### src/rtl/fetch_unit_if.sv
// Instruction-memory fetch bus between the fetch stage and instruction memory.
// Latency: none, this is wiring only.
// Backpressure: imem_ready low stretches a request for as many cycles as memory needs.
interface fetch_unit_if;
    logic        imem_req;
    logic [31:0] imem_addr;
    logic [31:0] imem_rdata;
    logic        imem_ready;

    // Fetch stage side: issues the request and address, consumes the word
    modport master (
        output imem_req,
        output imem_addr,
        input  imem_rdata,
        input  imem_ready
    );

    // Memory side: answers the request
    modport slave (
        input  imem_req,
        input  imem_addr,
        output imem_rdata,
        output imem_ready
    );
endinterface

### src/rtl/fetch_unit.sv
// Instruction fetch stage: holds the PC, fetches one word, presents it registered until commit.
// Latency: word visible the cycle after imem_ready; new fetch request the cycle after commit.
// Backpressure: FETCH waits on imem_ready indefinitely, HOLD waits on commit indefinitely.
module fetch_unit #(
    parameter logic [31:0] RESET_PC = 32'h0000_0000
) (
    input  logic         clk,
    input  logic         rst,
    fetch_unit_if.master imem,
    output logic [31:0]  instr,
    output logic         instr_valid,
    output logic [31:0]  pc,
    output logic [31:0]  pc_plus4,
    input  logic         commit,
    input  logic         branch,
    input  logic         bne,
    input  logic         jump,
    input  logic         jump_reg,
    input  logic         zero,
    input  logic [31:0]  imm,
    input  logic [31:0]  reg_target
);

    localparam logic [1:0] IDLE  = 2'd0;
    localparam logic [1:0] FETCH = 2'd1;
    localparam logic [1:0] HOLD  = 2'd2;

    logic [1:0]  state;
    logic        taken;
    logic [31:0] next_pc;

    // All outputs come from registered state only
    assign pc_plus4       = pc + 32'd4;
    assign imem.imem_req  = (state == FETCH);
    assign imem.imem_addr = pc;

    // beq and bne together simply OR their conditions
    assign taken = (branch & zero) | (bne & ~zero);

    // Next-PC selection: jr beats j beats taken branch beats fall-through
    always_comb begin
        next_pc = pc_plus4;
        if (jump_reg) begin
            next_pc = reg_target & 32'hFFFF_FFFC;
        end else if (jump) begin
            next_pc = {pc_plus4[31:28], instr[25:0], 2'b00};
        end else if (taken) begin
            // Shift discards imm[31:30]; arithmetic wraps silently mod 2^32
            next_pc = pc_plus4 + (imm << 2);
        end
    end

    // Fetch/hold sequencing; reset drops any in-flight word
    always_ff @(posedge clk or posedge rst) begin
        if (rst) begin
            state       <= IDLE;
            pc          <= RESET_PC;
            instr       <= 32'h0;
            instr_valid <= 1'b0;
        end else begin
            case (state)
                IDLE: begin
                    state <= FETCH;
                end
                FETCH: begin
                    if (imem.imem_ready) begin
                        instr       <= imem.imem_rdata;
                        instr_valid <= 1'b1;
                        state       <= HOLD;
                    end
                end
                HOLD: begin
                    if (commit) begin
                        pc          <= next_pc;
                        instr_valid <= 1'b0;
                        state       <= FETCH;
                    end
                end
                default: begin
                    state <= IDLE;
                end
            endcase
        end
    end

endmodule

### src/flat_wrapper.sv
// flat-port wrapper written by rule: the top's interface ports become plain ports
module fetch_unit_flat 
#(
    parameter logic [31:0] RESET_PC = 32'h0000_0000
)
  (clk, rst, instr, instr_valid, pc, pc_plus4, commit, branch, bne, jump, jump_reg, zero, imm, reg_target, imem_imem_req, imem_imem_addr, imem_imem_rdata, imem_imem_ready);
  fetch_unit_if imem_i ();
  input  logic clk;
  input  logic rst;
  output logic [31:0] instr;
  output logic instr_valid;
  output logic [31:0] pc;
  output logic [31:0] pc_plus4;
  input  logic commit;
  input  logic branch;
  input  logic bne;
  input  logic jump;
  input  logic jump_reg;
  input  logic zero;
  input  logic [31:0] imm;
  input  logic [31:0] reg_target;
  output wire logic [$bits(imem_i.imem_req)-1:0] imem_imem_req;
  output wire logic [$bits(imem_i.imem_addr)-1:0] imem_imem_addr;
  input wire logic [$bits(imem_i.imem_rdata)-1:0] imem_imem_rdata;
  input wire logic [$bits(imem_i.imem_ready)-1:0] imem_imem_ready;
  assign imem_imem_req = imem_i.imem_req;
  assign imem_imem_addr = imem_i.imem_addr;
  assign imem_i.imem_rdata = imem_imem_rdata;
  assign imem_i.imem_ready = imem_imem_ready;
  fetch_unit #(.RESET_PC(RESET_PC)) u_core (.clk(clk), .rst(rst), .imem(imem_i), .instr(instr), .instr_valid(instr_valid), .pc(pc), .pc_plus4(pc_plus4), .commit(commit), .branch(branch), .bne(bne), .jump(jump), .jump_reg(jump_reg), .zero(zero), .imm(imm), .reg_target(reg_target));
endmodule
### config.mk
export PLATFORM = sky130hd
export DESIGN_NAME = fetch_unit_flat
export DESIGN_NICKNAME = d
export VERILOG_FILES = /design/src/rtl/fetch_unit_if.sv /design/src/rtl/fetch_unit.sv /design/src/flat_wrapper.sv
export SDC_FILE = /design/constraint.sdc
export NUM_CORES = 1
export LEC_CHECK = 0
export ABC_AREA = 0
export CAP_MARGIN = 20
export CORE_MARGIN = 2
export CORE_UTILIZATION = 44
export DETAILED_ROUTE_END_ITERATION = 10
export PLACE_DENSITY = 0.82
export RECOVER_POWER = 100
export REMOVE_ABC_BUFFERS = 1
export SLEW_MARGIN = 30
export SYNTH_ARGS = -nofsm -noshare
export SYNTH_HDL_FRONTEND = slang
export SYNTH_SLANG_ARGS = --single-unit
### constraint.sdc
create_clock -name clk -period 4.8 [get_ports clk]
set_clock_uncertainty 0.15 [all_clocks]
set_input_delay 0.96 -clock clk [delete_from_list [all_inputs] [get_ports clk]]
set_output_delay 0.96 -clock clk [all_outputs]
set_load 0.1 [all_outputs]
Word-level counts from Yosys, hierarchy flattened
Index checks and enable logic that the tools add are counted.

Memories: 0. Bits in latches: 0. Logic and storage cells: 29. ROM bits: 0. Bits in registers: 67. Output and inout port bits: 130. Bits in writable memories: 0.

Reduce and logical (&&, ||, !) cells: 6. Div/mod/pow operators: 0. Magnitude comparators: 0. Shifts and indexed selects: 0. Eq/ne operators: 4. $mul: 0. Bitwise operators: 4. Mux-type cells: 9. $add $sub $neg: 2.

Operator list (number): $mux W32 (3); $add A32 B3 Y32 const B (1); $add A32 B32 Y32 (1); $pmux W2 S3 (1); $reduce_and A2 Y1 (3); $mux W2 (2); $reduce_and A3 Y1 (1); $and A1 B1 Y1 (2); $eq A2 B1 Y1 const B (1); $eq A2 B2 Y1 const B (1); $logic_not A2 Y1 (1); $mux W1 (2); $ne A2 B1 Y1 const B (1); $ne A2 B2 Y1 const B (1); $pmux W1 S2 (1); $reduce_bool A2 Y1 (1); $not A1 Y1 (1); $or A1 B1 Y1 (1).

Longest topological paths before layout
Gate-level depths: netlist of run 1.

Depth after elaboration: 6. Gate-level depth with buffers: 17. Gate-level depth less buffers: 16.

Least setup slack after synthesis of run 1
Ideal clock, no wire load.

Kind: register to register. Start point: register u_core.pc[2], in the netlist u_core.imem.imem_addr[2]. End point: register u_core.pc[29], in the netlist u_core.imem.imem_addr[29]. Setup slack: -1460 ps. Stages on the path, launching flop included: 15. Period minus slack after synthesis: 6260 ps. Required time: 4580 ps. Buffers on the path: 0. Data arrival time: 6040 ps. Setup time: 70 ps. Cell sequence: dfrtp_1 ha_1 and4_1 nand4_2 or4_4 xnor2_1 ha_1 and4_1 and2_1 a31o_2 a211oi_1 o21ai_0 xnor2_1 a211o_1 nand3_1.

Cells in the longest elaborated chain, start to end: 5.

Ends and longest elaborated chain: start, declared (line fetch_unit.sv:12) `output logic [31:0] pc,`; start signal, assigned (line fetch_unit.sv:74) `pc <= next_pc;`; $add A32 B3 Y32 (line fetch_unit.sv:33) `assign pc_plus4 = pc + 32'd4;`; named net pc_plus4[26] (line flat_wrapper.sv:13) `output logic [31:0] pc_plus4;`; $add A32 B32 Y32 (line fetch_unit.sv:49) `next_pc = pc_plus4 + (imm << 2);`; $mux W32 (line fetch_unit.sv:47) `end else if (taken) begin`; $mux W32 (line fetch_unit.sv:45) `end else if (jump) begin`; $mux W32 (line fetch_unit.sv:43) `if (jump_reg) begin`.

The timed path passes the listed nets, and every way through them passes these cells. A chain may end at the register's enable or synchronous reset.

Final worst setup path of run 1
Start point: input port imm[0]. End point: register u_core.pc[26], in the netlist u_core.imem.imem_addr[26].

Cells in the longest elaborated chain, start to end: 4.

Ends and longest elaborated chain: start, declared (line flat_wrapper.sv:20) `input logic [31:0] imm;`; $add A32 B32 Y32 (line fetch_unit.sv:49); $mux W32 (line fetch_unit.sv:47); $mux W32 (line fetch_unit.sv:45); $mux W32 (line fetch_unit.sv:43).

No other way between the ends.

==> run metrics, run 1 <==
post-cts sizing count=0; area leader, netlist=dfrtp_1; Die X=117 um; total grt overflow=0; Worst Path Arrival=4440 ps; Die Y=between 100 and 150 um; Clock Path Buffers=2; via density per instance=5.55; adder-cell share of the synthesized area=0.0838; status=finished, violations left; Fin Hold WS=approximately 330 ps; Mapped Avg Cell Area=between 8 and 9 sq um; Final GP Congestion=0.948; Distinct cells, synth=a little under 70; Slew Limit Fails=35; first-pass GRT wire length=~29,000 um; Num CTS Buffers=9; Layout Utilization=0.636; Hold/Removal Path Class=reg -> reg; routed vias=around 5,700; Total Routed Length=about 19,000 um; top cells by count, synth=nand2_1 (66), dfrtp_1 (65), nor2_1 (62); Rows=roughly 40; hpwl dp=about 14,000 um; Synth async-reset ratio=1.00; post-synthesis compound-gate area fraction=0.210; worst-margin pin slew=1550 ps; share of the synthesized area in the top cell type=0.290; Hold Vio Cnt, Final=0; TritonCTS clock tree=done; Post-CTS Hold Fix Bufs=0; Port Buffers=roughly 220; Max Cap Violations=1; largest net degree at the start of global routing=39; Ys Warns=0; ys flop type=dfrtp_1; number of global-route vias before repair=5,287; final net count=roughly 990; number of diodes=0; post-DR wirelength/cell=18.4 um; layout cell share with drive strength beyond 1=0.102; post-synthesis sequential area ratio=0.290; CTS Sinks=65; final worst-path cycle share=0.916; critical-path maximum fanout=4; CP Launch Type=input pin; Initial DRC Count=about 460; Worst slew margin=-0.0345; setup TNS=0 ps; Req. time, crit path=approximately 4800 ps; GRT Resource Usage Total=0.275; Setup Fix Bufs, Post-CTS=0; core footprint=roughly 13,000 sq um; most common cell in the netlist=nand2_1; CTS clk-pin slew, worst paths=~50 ps; largest family of logic cells by synthesized area=compound AO/OA/AOI/OAI gates; ANT nets after route=0; Root Driver=clkbuf_16; dominant cells by area after synthesis=dfrtp_1 (29%), ha_1 (8.0%), mux2_2 (6.8%); Worst-Skew Late Latency=330 ps; failing checks=max-capacitance violations, max-slew violations; min Tclk post-route=between 4000 and 5000 ps; die area=between 10,000 and 15,000 sq um; count of mapped cells out of synthesis=660; R2R setup slack=between 400 and 500 ps; Area Growth Syn to Fin=41.8%; CTS H-tree depth=3; drt drc=0; critical path endpoint category=flip-flop; xor-xnor portion of the synthesized cell area=0.0823; Mapped Area=roughly 5600 sq um; Ports=between 200 and 250; drt pass-1 iters=5; Initial Utilization=0.448; #FFs+latches synth=65; mux contribution to synthesized area=0.0771; RSZ-0062 raised after global routing=false; CP Class=in -> reg; Max Freq=around 230 MHz; initial antenna violation count=0; Post-synth EDFFs=0; final setup violation count=0; Simple-Gate Fraction of Synth Area=0.178
## layout by cell type, fill, tap and decap left out, types with 5 or more instances in the layout
cell type / netlist / routed
o21bai_1: 5 / 5
xnor2_1: 29 / 29
buf_4: 36 / 11
nor3_1: 6 / 6
nand2_1: 66 / 66
nand4_1: 10 / 10
nor2_1: 62 / 61
o22ai_1: 6 / 6
o21ai_0: 37 / 38
ha_1: 36 / 36
clkdlybuf4s50_1: 0 / 94
o211a_1: 5 / 5
a21o_1: 11 / 11
and3_1: 15 / 15
conb_1: 1 / 6
a221oi_1: 6 / 6
clkbuf_2: 0 / 9
o31ai_1: 5 / 5
dfrtp_1: 65 / 65
inv_1: 11 / 11
o21a_1: 6 / 6
nor2b_1: 5 / 5
o211ai_1: 8 / 8
xor2_1: 20 / 20
a211oi_1: 10 / 10
a21oi_1: 56 / 57
dlygate4sd3_1: 0 / 106
nand3_1: 19 / 19
clkbuf_16: 0 / 9
clkbuf_1: 23 / 19
mux2_2: 34 / 33
## flip-flops by register name, summed over array words and instances (netlist names)
signal	flops
u_core.instr	32
u_core.imem.imem_addr	30
u_core.state	2
u_core.instr_valid	1
## metal layers
layer | up-vias | track usage | share of wire
met5 | - | 0 | 0
met4 | 0 | 0.102 | 0.026
met3 | 35 | 0.0499 | 0.088
met2 | 262 | 0.431 | 0.46
met1 | 2684 | 0.379 | 0.43
li1 | 2716 | - | -
## worst paths after layout
path	start	to	depth (start not counted)
max in group asynchronous	rst	u_core.imem.imem_addr[10]$_DFFE_PP0P_	3
worst min-delay path	u_core.instr_valid$_DFFE_PP0P_	u_core.instr_valid$_DFFE_PP0P_	2
min in group asynchronous	rst	u_core.instr[12]$_DFFE_PP0P_	2
worst min register to register	u_core.instr_valid$_DFFE_PP0P_	u_core.instr_valid$_DFFE_PP0P_	2
worst max-delay path	imm[0]	u_core.imem.imem_addr[26]$_DFFE_PP0P_	12
worst max register to register	u_core.imem.imem_addr[3]$_DFFE_PP0P_	u_core.imem.imem_addr[29]$_DFFE_PP0P_	16
## logic make-up (layout without fill, tap and decap cells)
family                   after synthesis  count (layout)
AO/OA/AOI/OAI                        183             183
XOR/XNOR                              51              51
adder cells (fa/ha/maj)               37              37
buffers and inverters                 77             266
flip-flops                            65              65
multiplexers                          39              39
other                                  1               6
AND/OR/NAND/NOR                      207             207
## worst max-delay path, stage by stage
cell and delay (ps):
dlygate4sd3_1 540, ha_1 220, fa_1 420, a21o_1 190, a21oi_1 220, a21oi_1 190, a311oi_1 590, o211a_1 330
nor4_1 110, or3_1 370, a21oi_1 190, o31ai_1 90
## through the flow
stage          area (sq um)  worst slack (ps)  std cells
2_1_floorplan          5240             -2150        601
3_3_place_gp           7750               496       1010
3_5_place_dp           7750               467       1010
4_1_cts                8060               498       1026
5_1_grt                7960               179       1026
6_report               7960               402       1026
## layout make-up
| class | instances | area [sq um] |
|---|---|---|
| Sequential cell | 65 | 1630 |
| Clock inverter | 2 | 35.0 |
| Tap cell | 172 | 215 |
| Fill cell | 1078 | 4560 |
| Timing Repair Buffer | 237 | 2190 |
| Inverter | 13 | 48.8 |
| Multi-Input combinational cell | 523 | 3560 |
| Clock buffer | 14 | 274 |
Power of run 1 is not shown: default switching activity piles up to over one toggle a cycle in this logic, so the estimate is an artifact.
==> inputs of run 2 (changes only) <==
--- a/config.mk
+++ b/config.mk
@@ -5,7 +5,6 @@
 export SDC_FILE = /design/constraint.sdc
 export NUM_CORES = 1
 export LEC_CHECK = 0
-export ABC_AREA = 0
 export CAP_MARGIN = 20
 export CORE_MARGIN = 2
 export CORE_UTILIZATION = 44
==> results of run 2 <==
No change in the layout: final DEF, timing and power equal those of run 1.
Power of run 2 is left out for the same reason.
==> inputs of run 3 (changes only) <==
--- a/config.mk
+++ b/config.mk
@@ -6,11 +6,10 @@
 export NUM_CORES = 1
 export LEC_CHECK = 0
 export CAP_MARGIN = 20
-export CORE_MARGIN = 2
 export CORE_UTILIZATION = 44
 export DETAILED_ROUTE_END_ITERATION = 10
 export PLACE_DENSITY = 0.82
-export RECOVER_POWER = 100
+export RECOVER_POWER = 50
 export REMOVE_ABC_BUFFERS = 1
 export SLEW_MARGIN = 30
 export SYNTH_ARGS = -nofsm -noshare
==> run 3 against run 2 <==
The flow still finishes with violations (max-capacitance violations, max-slew violations). Sequential share of layout area shrank 0.14 points. Worst hold slack lost 0.68 ps. Critical path depth grew 3. Fmax shrank 1.6%. Sequential cell count is the same. Register-to-register slack lost 90 ps. Global-route usage grew 2.9 points. Non-clock buffer count shrank 1. Final cell count shrank 0.39%.
==> run metrics, run 3 (synthesized netlist as in run 1, its figures left out) <==
min Tclk post-route=4470 ps (+71.8 ps); first-pass GRT wire length=30,700 um (+7.3%); Die X=115 um (-1.7%); max reg flops=32 (unchanged); largest net degree at the start of global routing=44 (+13%); Cells after DPL=1,005 (-0.50%); Req. time, crit path=4870 ps (+30 ps); ANT nets after route=0 (unchanged); TritonCTS clock tree=done; most frequent cells in the layout=clkdlybuf4s50_1 (173), nand2_1 (66), dfrtp_1 (65); total grt overflow=0 (unchanged); via density per instance=5.80 (+4.4%); worst-margin pin slew=1960 ps (+415 ps); initial antenna violation count=1 (+1); final worst setup slack=330 ps (-71.8 ps); drt pass-1 iters=5 (unchanged); layout cell share with drive strength beyond 1=0.124 (+0.0224); CTS clk-pin slew, worst paths=50 ps (about the same); CTS Sinks=65 (unchanged); status=finished, violations left; routed vias=5,925 (+4.0%); failing checks=max-capacitance violations, max-slew violations; fill count=1,030 (-4.5%); die area=13,200 sq um (-3.4%); Worst-Skew Late Latency=340 ps (about the same); Final GP Congestion=0.948 (about the same); RR Startpoint=u_core.imem.imem_addr[3]$_DFFE_PP0P_; post-cts sizing count=0 (unchanged); Hold/Removal Path Class=reg -> reg; Rows=40 (-2.4%); Total Routed Length=19,700 um (+4.5%); final setup violation count=0 (unchanged); Max Freq=224 MHz (-1.6%); Worst slew margin=-0.316 (-0.281); number of global-route vias before repair=5,796 (+9.6%); min-delay src=u_core.instr_valid$_DFFE_PP0P_; Layout Utilization=0.656 (+0.0204); CP Class=reg -> reg; drt drc=0 (unchanged); Root Driver=clkbuf_16; Initial DRC Count=481 (+4.3%); Worst Path Arrival=4540 ps (+100 ps); GRT Resource Usage Total=0.303 (+0.0290); final net count=990 (-0.10%); pre-CTS setup slack=434 ps (-33.5 ps); Initial Utilization=0.460 (+0.0112); final worst-path cycle share=0.931 (+0.0150); Area Growth Syn to Fin=42.8%; WHS Path Cells=2 (unchanged); Setup Fix Bufs, Post-CTS=0 (unchanged); RR Endpoint=u_core.imem.imem_addr[29]$_DFFE_PP0P_; most common cell after layout, fill and taps aside=clkdlybuf4s50_1; CTS H-tree depth=3 (unchanged); Port Buffers=224 (unchanged); CP Launch Type=flip-flop; RSZ-0062 raised after global routing=false; Ports=235 (unchanged); Hold Vio Cnt, Final=0 (unchanged); critical path endpoint category=flip-flop; R2R setup slack=330 ps (-90 ps); Die Y=115 um (-1.7%); critical-path maximum fanout=8 (+4); hpwl dp=15,100 um (+5.9%); Slew Limit Fails=44 (+26%); Largest Register=u_core.instr; Max Cap Violations=1 (unchanged); post-DR wirelength/cell=19.3 um (+4.9%); cell count of the worst reg-to-reg path=15 (-1); Clock Path Buffers=2 (unchanged); Post-CTS Hold Fix Bufs=0 (unchanged); Finished Layout Cells=1,022 (-0.39%); core footprint=12,200 sq um (-2.4%); worst hold endpoint=u_core.instr_valid$_DFFE_PP0P_; Num CTS Buffers=9 (unchanged)
## run 3: cell type report
cell class / count / area (sq um) / area share
Multi-Input combinational cell: 523 / 3570 / 0.446
Timing Repair Buffer: 236 / 2260 / 0.283
Sequential cell: 65 / 1630 / 0.203
Clock buffer: 12 / 256 / 0.0320
Tap cell: 168 / 210 / 0.0262
Inverter: 13 / 50.0 / 0.00625
Clock inverter: 4 / 27.5 / 0.00344
Antenna cell: 1 / 2.50 / 0.000312
## run 3: worst max-delay path by stage
| stage | depth (start not counted) | to | start |
|---|---|---|---|
| 2_1_floorplan | 14 | u_core.imem.imem_addr[29]$_DFFE_PP0P_ | u_core.imem.imem_addr[2]$_DFFE_PP0P_ |
| 3_3_place_gp | 12 | u_core.imem.imem_addr[26]$_DFFE_PP0P_ | imm[0] |
| 3_5_place_dp | 12 | u_core.imem.imem_addr[26]$_DFFE_PP0P_ | imm[0] |
| 4_1_cts | 14 | u_core.imem.imem_addr[29]$_DFFE_PP0P_ | u_core.imem.imem_addr[3]$_DFFE_PP0P_ |
| 5_1_grt | 16 | u_core.imem.imem_addr[29]$_DFFE_PP0P_ | u_core.imem.imem_addr[2]$_DFFE_PP0P_ |
| 6_report | 15 | u_core.imem.imem_addr[29]$_DFFE_PP0P_ | u_core.imem.imem_addr[3]$_DFFE_PP0P_ |
## run 3: through the flow
step | TNS [ps] | cell area [sq um] | hold slack (ps)
3_5_place_dp | 0 | 7730 | 334
5_1_grt | 0 | 8010 | 361
6_report | 0 | 8010 | 332
3_3_place_gp | 0 | 7730 | 322
2_1_floorplan | -49000 | 5240 | 330
4_1_cts | 0 | 8020 | 348
## run 3: routing by layer
metal  track usage  wire length, um  vias to the layer above
met5             0                0                        -
met4         0.130              545                        0
met3        0.0585             1640                       47
met2         0.491             9380                      333
met1         0.396             8120                     2806
li1              -                -                     2739
## run 3: critical path, stage by stage (launching register included)
cell	delay (ps)
dfrtp_1	450
ha_1	250
and4_1	260
nand4_2	260
nor3_1	320
nand2_1	110
xnor2_1	430
ha_1	420
and4_1	270
and2_1	160
a31o_2	220
a211oi_1	340
o21ai_0	180
xnor2_1	300
a211o_1	180
nand3_1	70
Power of run 3 is left out for the same reason.
